### config.mk
export PLATFORM = sky130hd
export DESIGN_NAME = fast2slow_counter_xfer
export DESIGN_NICKNAME = d
export VERILOG_FILES = /design/src/rtl/fast2slow_counter_xfer.sv
export SDC_FILE = /design/constraint.sdc
export NUM_CORES = 1
export LEC_CHECK = 0
export CAP_MARGIN = 10
export CORE_MARGIN = 2
export CORE_UTILIZATION = 47
export CTS_CLUSTER_DIAMETER = 100
export CTS_CLUSTER_SIZE = 14
export DETAILED_ROUTE_END_ITERATION = 12
export HOLD_SLACK_MARGIN = 0.03
export MAX_ROUTING_LAYER = met4
export PLACE_DENSITY = 0.74
export SLEW_MARGIN = 20
export SYNTH_ARGS = -nofsm -noshare
export SYNTH_HDL_FRONTEND = slang
export SYNTH_SLANG_ARGS = --single-unit
export TNS_END_PERCENT = 30
### constraint.sdc
create_clock -name clk1 -period 2.01 [get_ports clk1]
set_clock_uncertainty 0.15 [all_clocks]
set_input_delay 0.201 -clock clk1 [delete_from_list [all_inputs] [get_ports clk1]]
set_output_delay 0.201 -clock clk1 [all_outputs]
set_load 0.02 [all_outputs]
### src/rtl/fast2slow_counter_xfer.sv
// rtl/fast2slow_counter_xfer.sv - up/down counter with Gray copy and toggle-handshake snapshot to a slow domain
module fast2slow_counter_xfer #(
  parameter int WIDTH       = 4,
  parameter int SYNC_STAGES = 2,
  parameter int SATURATE    = 0
) (
  input  logic             clk1,
  input  logic             reset,
  input  logic             en,
  input  logic             up_down,
  input  logic             clear,
  input  logic             ack_tgl,
  output logic [WIDTH-1:0] count_1,
  output logic [WIDTH-1:0] count_gray,
  output logic [WIDTH-1:0] hold_data,
  output logic             req_tgl,
  output logic             busy,
  output logic             overflow
);

  localparam logic [WIDTH-1:0] MAX_VAL = '1;
  localparam logic [WIDTH-1:0] ONE     = {{(WIDTH-1){1'b0}}, 1'b1};

  typedef enum logic {IDLE, WAIT_ACK} state_t;

  state_t                 state_q;
  logic [WIDTH-1:0]       count_q, count_d;
  logic [WIDTH-1:0]       gray_q;
  logic [WIDTH-1:0]       hold_q;
  logic                   ovf_q, ovf_d;
  logic                   req_q;
  logic                   busy_q;
  logic [SYNC_STAGES-1:0] sync_q;
  logic                   ack_s;

  always_comb begin
    count_d = count_q;
    ovf_d   = ovf_q;
    if (clear) begin
      count_d = '0;
      ovf_d   = 1'b0;
    end else if (en) begin
      if (up_down) begin
        if (count_q == MAX_VAL) begin
          ovf_d   = 1'b1;
          count_d = (SATURATE != 0) ? MAX_VAL : '0;
        end else begin
          count_d = count_q + ONE;
        end
      end else begin
        if (count_q == '0) begin
          ovf_d   = 1'b1;
          count_d = (SATURATE != 0) ? '0 : MAX_VAL;
        end else begin
          count_d = count_q - ONE;
        end
      end
    end
  end

  // Gray is derived from the next-state value so it never lags count_1.
  always_ff @(posedge clk1) begin
    if (reset) begin
      count_q <= '0;
      gray_q  <= '0;
      ovf_q   <= 1'b0;
    end else begin
      count_q <= count_d;
      gray_q  <= count_d ^ (count_d >> 1);
      ovf_q   <= ovf_d;
    end
  end

  always_ff @(posedge clk1) begin
    if (reset) begin
      sync_q <= '0;
    end else begin
      sync_q <= {sync_q[SYNC_STAGES-2:0], ack_tgl};
    end
  end

  assign ack_s = sync_q[SYNC_STAGES-1];

  // Snapshot is the pre-update count, so a wrap on the capture edge yields the old value.
  always_ff @(posedge clk1) begin
    if (reset) begin
      state_q <= IDLE;
      hold_q  <= '0;
      req_q   <= 1'b0;
      busy_q  <= 1'b0;
    end else begin
      case (state_q)
        IDLE: begin
          hold_q  <= count_q;
          req_q   <= ~req_q;
          busy_q  <= 1'b1;
          state_q <= WAIT_ACK;
        end
        WAIT_ACK: begin
          if (ack_s == req_q) begin
            busy_q  <= 1'b0;
            state_q <= IDLE;
          end
        end
        default: begin
          busy_q  <= 1'b0;
          state_q <= IDLE;
        end
      endcase
    end
  end

  assign count_1    = count_q;
  assign count_gray = gray_q;
  assign hold_data  = hold_q;
  assign req_tgl    = req_q;
  assign busy       = busy_q;
  assign overflow   = ovf_q;

endmodule
---- After elaboration in Yosys (flattened, before gate mapping) ----
Cells that the tools add are included.
operators by class
  magnitude comparators ................... 0
  bitwise operators ....................... 3
  equality and inequality tests ........... 4
  shifts and indexed selects .............. 0
  multiplexer cells ....................... 12
  $add $sub $neg .......................... 2
  $mul .................................... 0
  divide/modulo/power cells ............... 0
  reduce and logical (&&, ||, !) cells .... 4
operators with widths
  cell                                                    count
  2-to-1 mux 4 bit                                        5
  2-to-1 mux 1 bit                                        5
  adder 4 x 1 -> 4 bit (second input constant)            1
  equality test 4 bit (second input constant)             1
  logical NOT 4 bit                                       1
  inequality test 2 x 1 -> 1 bit (second input constant)  2
  case mux 1 bit (2 select lines)                         2
  subtractor 4 x 1 -> 4 bit (second input constant)       1
  XOR 4 x 3 -> 4 bit                                      1
  AND reduction 3 bit                                     1
  inverter 1 bit                                          2
  nonzero test 2 bit                                      1
  OR reduction 2 bit                                      1
  equality test 1 bit                                     1
storage, ports and cells
  bits in registers ....................... 18
  bits in read-only memories .............. 0
  output and inout port bits .............. 15
  latch bits .............................. 0
  word-level logic and storage cells ...... 33
  memories kept ........................... 0
  RAM bits ................................ 0

---- Logic depth before layout (Yosys ltp) ----
  depth after elaboration ................. 6
  gate-level depth with buffers ........... 7
  depth with buffers taken out ............ 6

---- Least setup slack after synthesis ----
OpenSTA, ideal clock, no wires.
  kind .................................... flip-flop to flip-flop
  from .................................... register count_q[0] (netlist: count_1[0])
  to ...................................... register gray_q[1] (netlist: count_gray[1])
  period minus slack after synthesis ...... 1.902 ns
  required time ........................... 1.790 ns
  arrival ................................. 1.682 ns
  setup slack ............................. 0.108 ns
  cell stages (with the launch flop) ...... 8
  path buffers ............................ 1
  cells stage by stage .................... dfxtp_1 > buf_6 > inv_1 > ha_1 > xnor2_1 > mux2i_1 > or3_1 > a21oi_1
between the ends
  longest elaborated chain between the ends .. 6
RTL lines
  element                                            line    RTL
  from (decl)                                        27      logic [WIDTH-1:0] count_q, count_d;
  from (signal assigned)                             68      count_q <= count_d;
  subtractor 4 x 1 -> 4 bit (tied with other cells)  55      count_d = count_q - ONE;
  2-to-1 mux 4 bit (on tied branches)                51, 44
  2-to-1 mux 4 bit *                                 43      if (up_down) begin
  2-to-1 mux 4 bit *                                 42      end else if (en) begin
  2-to-1 mux 4 bit *                                 39      if (clear) begin
  XOR 4 x 3 -> 4 bit *                               69      gray_q <= count_d ^ (count_d >> 1);
  to (signal assigned)                               69
  to (decl)                                          28      logic [WIDTH-1:0] gray_q;
Mark *: on every way between the ends. The rest lies on a longest branch, timed or not.
A chain may end at the register's enable or synchronous reset.

---- Worst setup path after layout ----
  from .................................... register count_q[2] (netlist: count_1[2])
  to ...................................... output count_1[2]
RTL lines
  element    line  RTL
  to (decl)  13    output logic [WIDTH-1:0] count_1,
No word-level cell between the ends.

==> impl_results.md <==
- Outcome: complete, no violations
- Peak supply drop: 0.4197 mV
- Worst Hold Path Cells: 2
- TritonCTS Buffers: 3
- Dominant cell type by area after synthesis: dfxtp_1
- Unrepaired setup endpoints after global routing: false
- Area of the multi-input gates: around 430 µm²
- R2R Setup Slk: around 0.19 ns
- Crit end category: output port
- Commonest non-fill, non-tap cells in the layout: clkdlybuf4s50_1, dfxtp_1, nor2_1
- Final ANT Viol Nets: 0
- Maxcap violations: 0
- Worst Setup SP: count_1[2]$_SDFF_PP0_
- Initial antenna violation count: 0
- Detail Placement HPWL: around 1200 µm
- Layout overhead on the synthesized area: 27.51%
- CORE AREA: approximately 0.0017 mm²
- Fin Hold WS: between 0.2 and 0.3 ns
- Fin crit period: about 1.9 ns
- Worst min-delay path class: in -> reg
- Die area: approximately 0.0022 mm²
- FF-to-FF path depth: 6
- Startpoint Class: flop
- Syn Nets: between 100 and 150
- Worst EP arrival: between 1.5 and 2 ns
- Routed WL: roughly 1600 µm
- IO Pins: 21
- Clock Tree Root: clkbuf_4
- Pre-CTS setup slack: -0.01055 ns
- Clk_lat worst skew: 0.30 ns
- Post-synth top flop: dfxtp_1
- FF/Latch Area: around 340 µm²
- Initial Util: 0.4978
- Clk pwr share: 0.260
- Hold-fix buffers, CTS: 0
- Synth warn: 0
- Cell Chain, Critical Path: clkdlybuf4s50_1
- Vias: about 680
- Final setup vio count: 0
- Routed vias/inst: just under 5
- Layout Utilization: 0.6348
- Period utilization: 0.9358
- WP buf/inv: 1
- Switching power: around 0.22 mW
- Synth top area share: 0.3959
- Antenna diodes: 0
- PwrDens: between 600 and 700 mW/mm²
- Reg clk slew, reported paths: roughly 0.11 ns
- Most area-consuming cells after synthesis: dfxtp_1, mux2i_1, nor2_1
- CP peak stage delay: just under 0.7 ns
- Switching part of the total power: 0.2947
- Mapped Avg Cell Area: between 9 and 10 µm²
- Sequential power share: 0.514
- Most common cell after layout, fill and taps aside: clkdlybuf4s50_1
- Async SR Flop Fraction: 0
- Levels on crit path: 1
- Vias in the first global route: ~660
- Initial drt markers: 6
- GPL Wtd Cong: ~0.83
- Combinational fraction of design power: 0.226
- Largest net degree at the start of global routing: 11
- Delay-heaviest family, CP: buffers and inverters
- Post-cts repair resize count: 0
- Leak Pwr: roughly 0.43 nW
- Post-synthesis sequential area ratio: 0.3959
- Synth Register Bits: 17
- Final hold vios: 0
- Wire length per cell: between 10 and 15 µm
- Die Y: around 47 µm
- Die width: about 47 µm
- Post-synth EDFFs: 0
- Yosys cell types: 33
- Min-delay src: ack_tgl
- Worst-Margin Slew: a little under 0.4 ns
- Pins Over Slew Limit: 0
- R2r startpoint: count_1[1]$_SDFF_PP0_
- Initial DRT Pass Iterations: 4
- Final WS setup: about 0.13 ns
- First-pass GRT wire length: 2766 µm
- Synthesized cell area: roughly 860 µm²
- Setup bufs post-CTS: 0
- P_int: around 0.52 mW
- Port bufs: 20
- Share of layout cells above drive strength 1: 0.1518
- Fillcell total: 156
- Gr usage total: 0.1873
- Post-synthesis cell count: 92
- Num rows: 15
- # DRC: 0
- H-Tree Level Count: 1
- TritonCTS clock tree: built
- Final nets: ~120
- Critical path's slowest cell: clkdlybuf4s50_1
- Slew headroom: 0.7371
- Critical path type: reg -> out
- Fmax: 531.6 MHz
- Worst EP required: 1.66 ns
- Total grt overflow: 0
- Clk sinks: 17
- Max FO, Critical Path: 10
- Clock buffer depth: 2
[path summary, 6_finish.rpt]
check	to
max reg2reg	count_gray[1]$_SDFF_PP0_
max	count_1[2]
min reg2reg	busy$_SDFFE_PP0P_
min	sync_q[0]$_SDFF_PP0_
[cells by family after synthesis]
group / count (synthesis) / share of synthesized area
buf+inv: 16 / 0.1004
compound gates: 14 / 0.1441
fa+ha+maj: 3 / 0.04367
mux: 7 / 0.08152
flops: 17 / 0.3959
xor+xnor: 5 / 0.05094
simple gates: 30 / 0.1834
[metal layers]
metal	share of wire	track usage	wire, µm
met2	0.48	0.2740	750
met1	0.47	0.2270	733
met3	0.034	0.04615	53
met5	0	-	0
met4	0.024	0.1222	38
[layout make-up]
cell class,count,area share
Inverter,7,0.02397
Multi-Input combinational cell,59,0.3950
Tap cell,25,0.02854
Sequential cell,17,0.3105
Clock buffer,3,0.02055
Clock inverter,1,0.004566
Timing Repair Buffer,25,0.2169
[registers in the layout, indices dropped and copies added, names as in the netlist]
register	cells
count_1	4
hold_data	4
count_gray	3
sync_q	2
busy	1
overflow	1
req_tgl	1
state_q	1
[power groups by stage]
| stage | clock network (mW) | registers, mW | logic, mW |
|---|---|---|---|
| 6_report | 0.192 | 0.378 | 0.166 |
| 5_1_grt | 0.211 | 0.382 | 0.184 |
| 4_1_cts | 0.193 | 0.379 | 0.169 |
| 3_5_place_dp | 0 | 0.386 | 0.168 |
| 3_3_place_gp | 0 | 0.385 | 0.165 |
| 2_1_floorplan | 0 | 0.398 | 0.0997 |
[metrics by stage]
stage                     area (µm²)  total power [mW]  setup TNS [ns]  instances
final                           1096            0.7360               0        137
after global routing            1096            0.7772               0        137
after CTS                       1096            0.7403               0        137
after detailed placement        1069            0.5543        -0.01055        133
after global placement          1069            0.5499               0        133
after floorplan                859.6            0.4973               0         92
[cells in the mapped netlist (2+ instances only)]
library cell / number
clkbuf_1: 3
inv_1: 7
nand2_1: 3
nor2b_1: 3
dfxtp_1: 17
or3_1: 2
buf_2: 3
o21ai_0: 2
mux2i_1: 7
xnor2_1: 4
a21oi_1: 4
nor2_1: 14
ha_1: 3
Note: power is estimated with default switching activity, not from simulation.
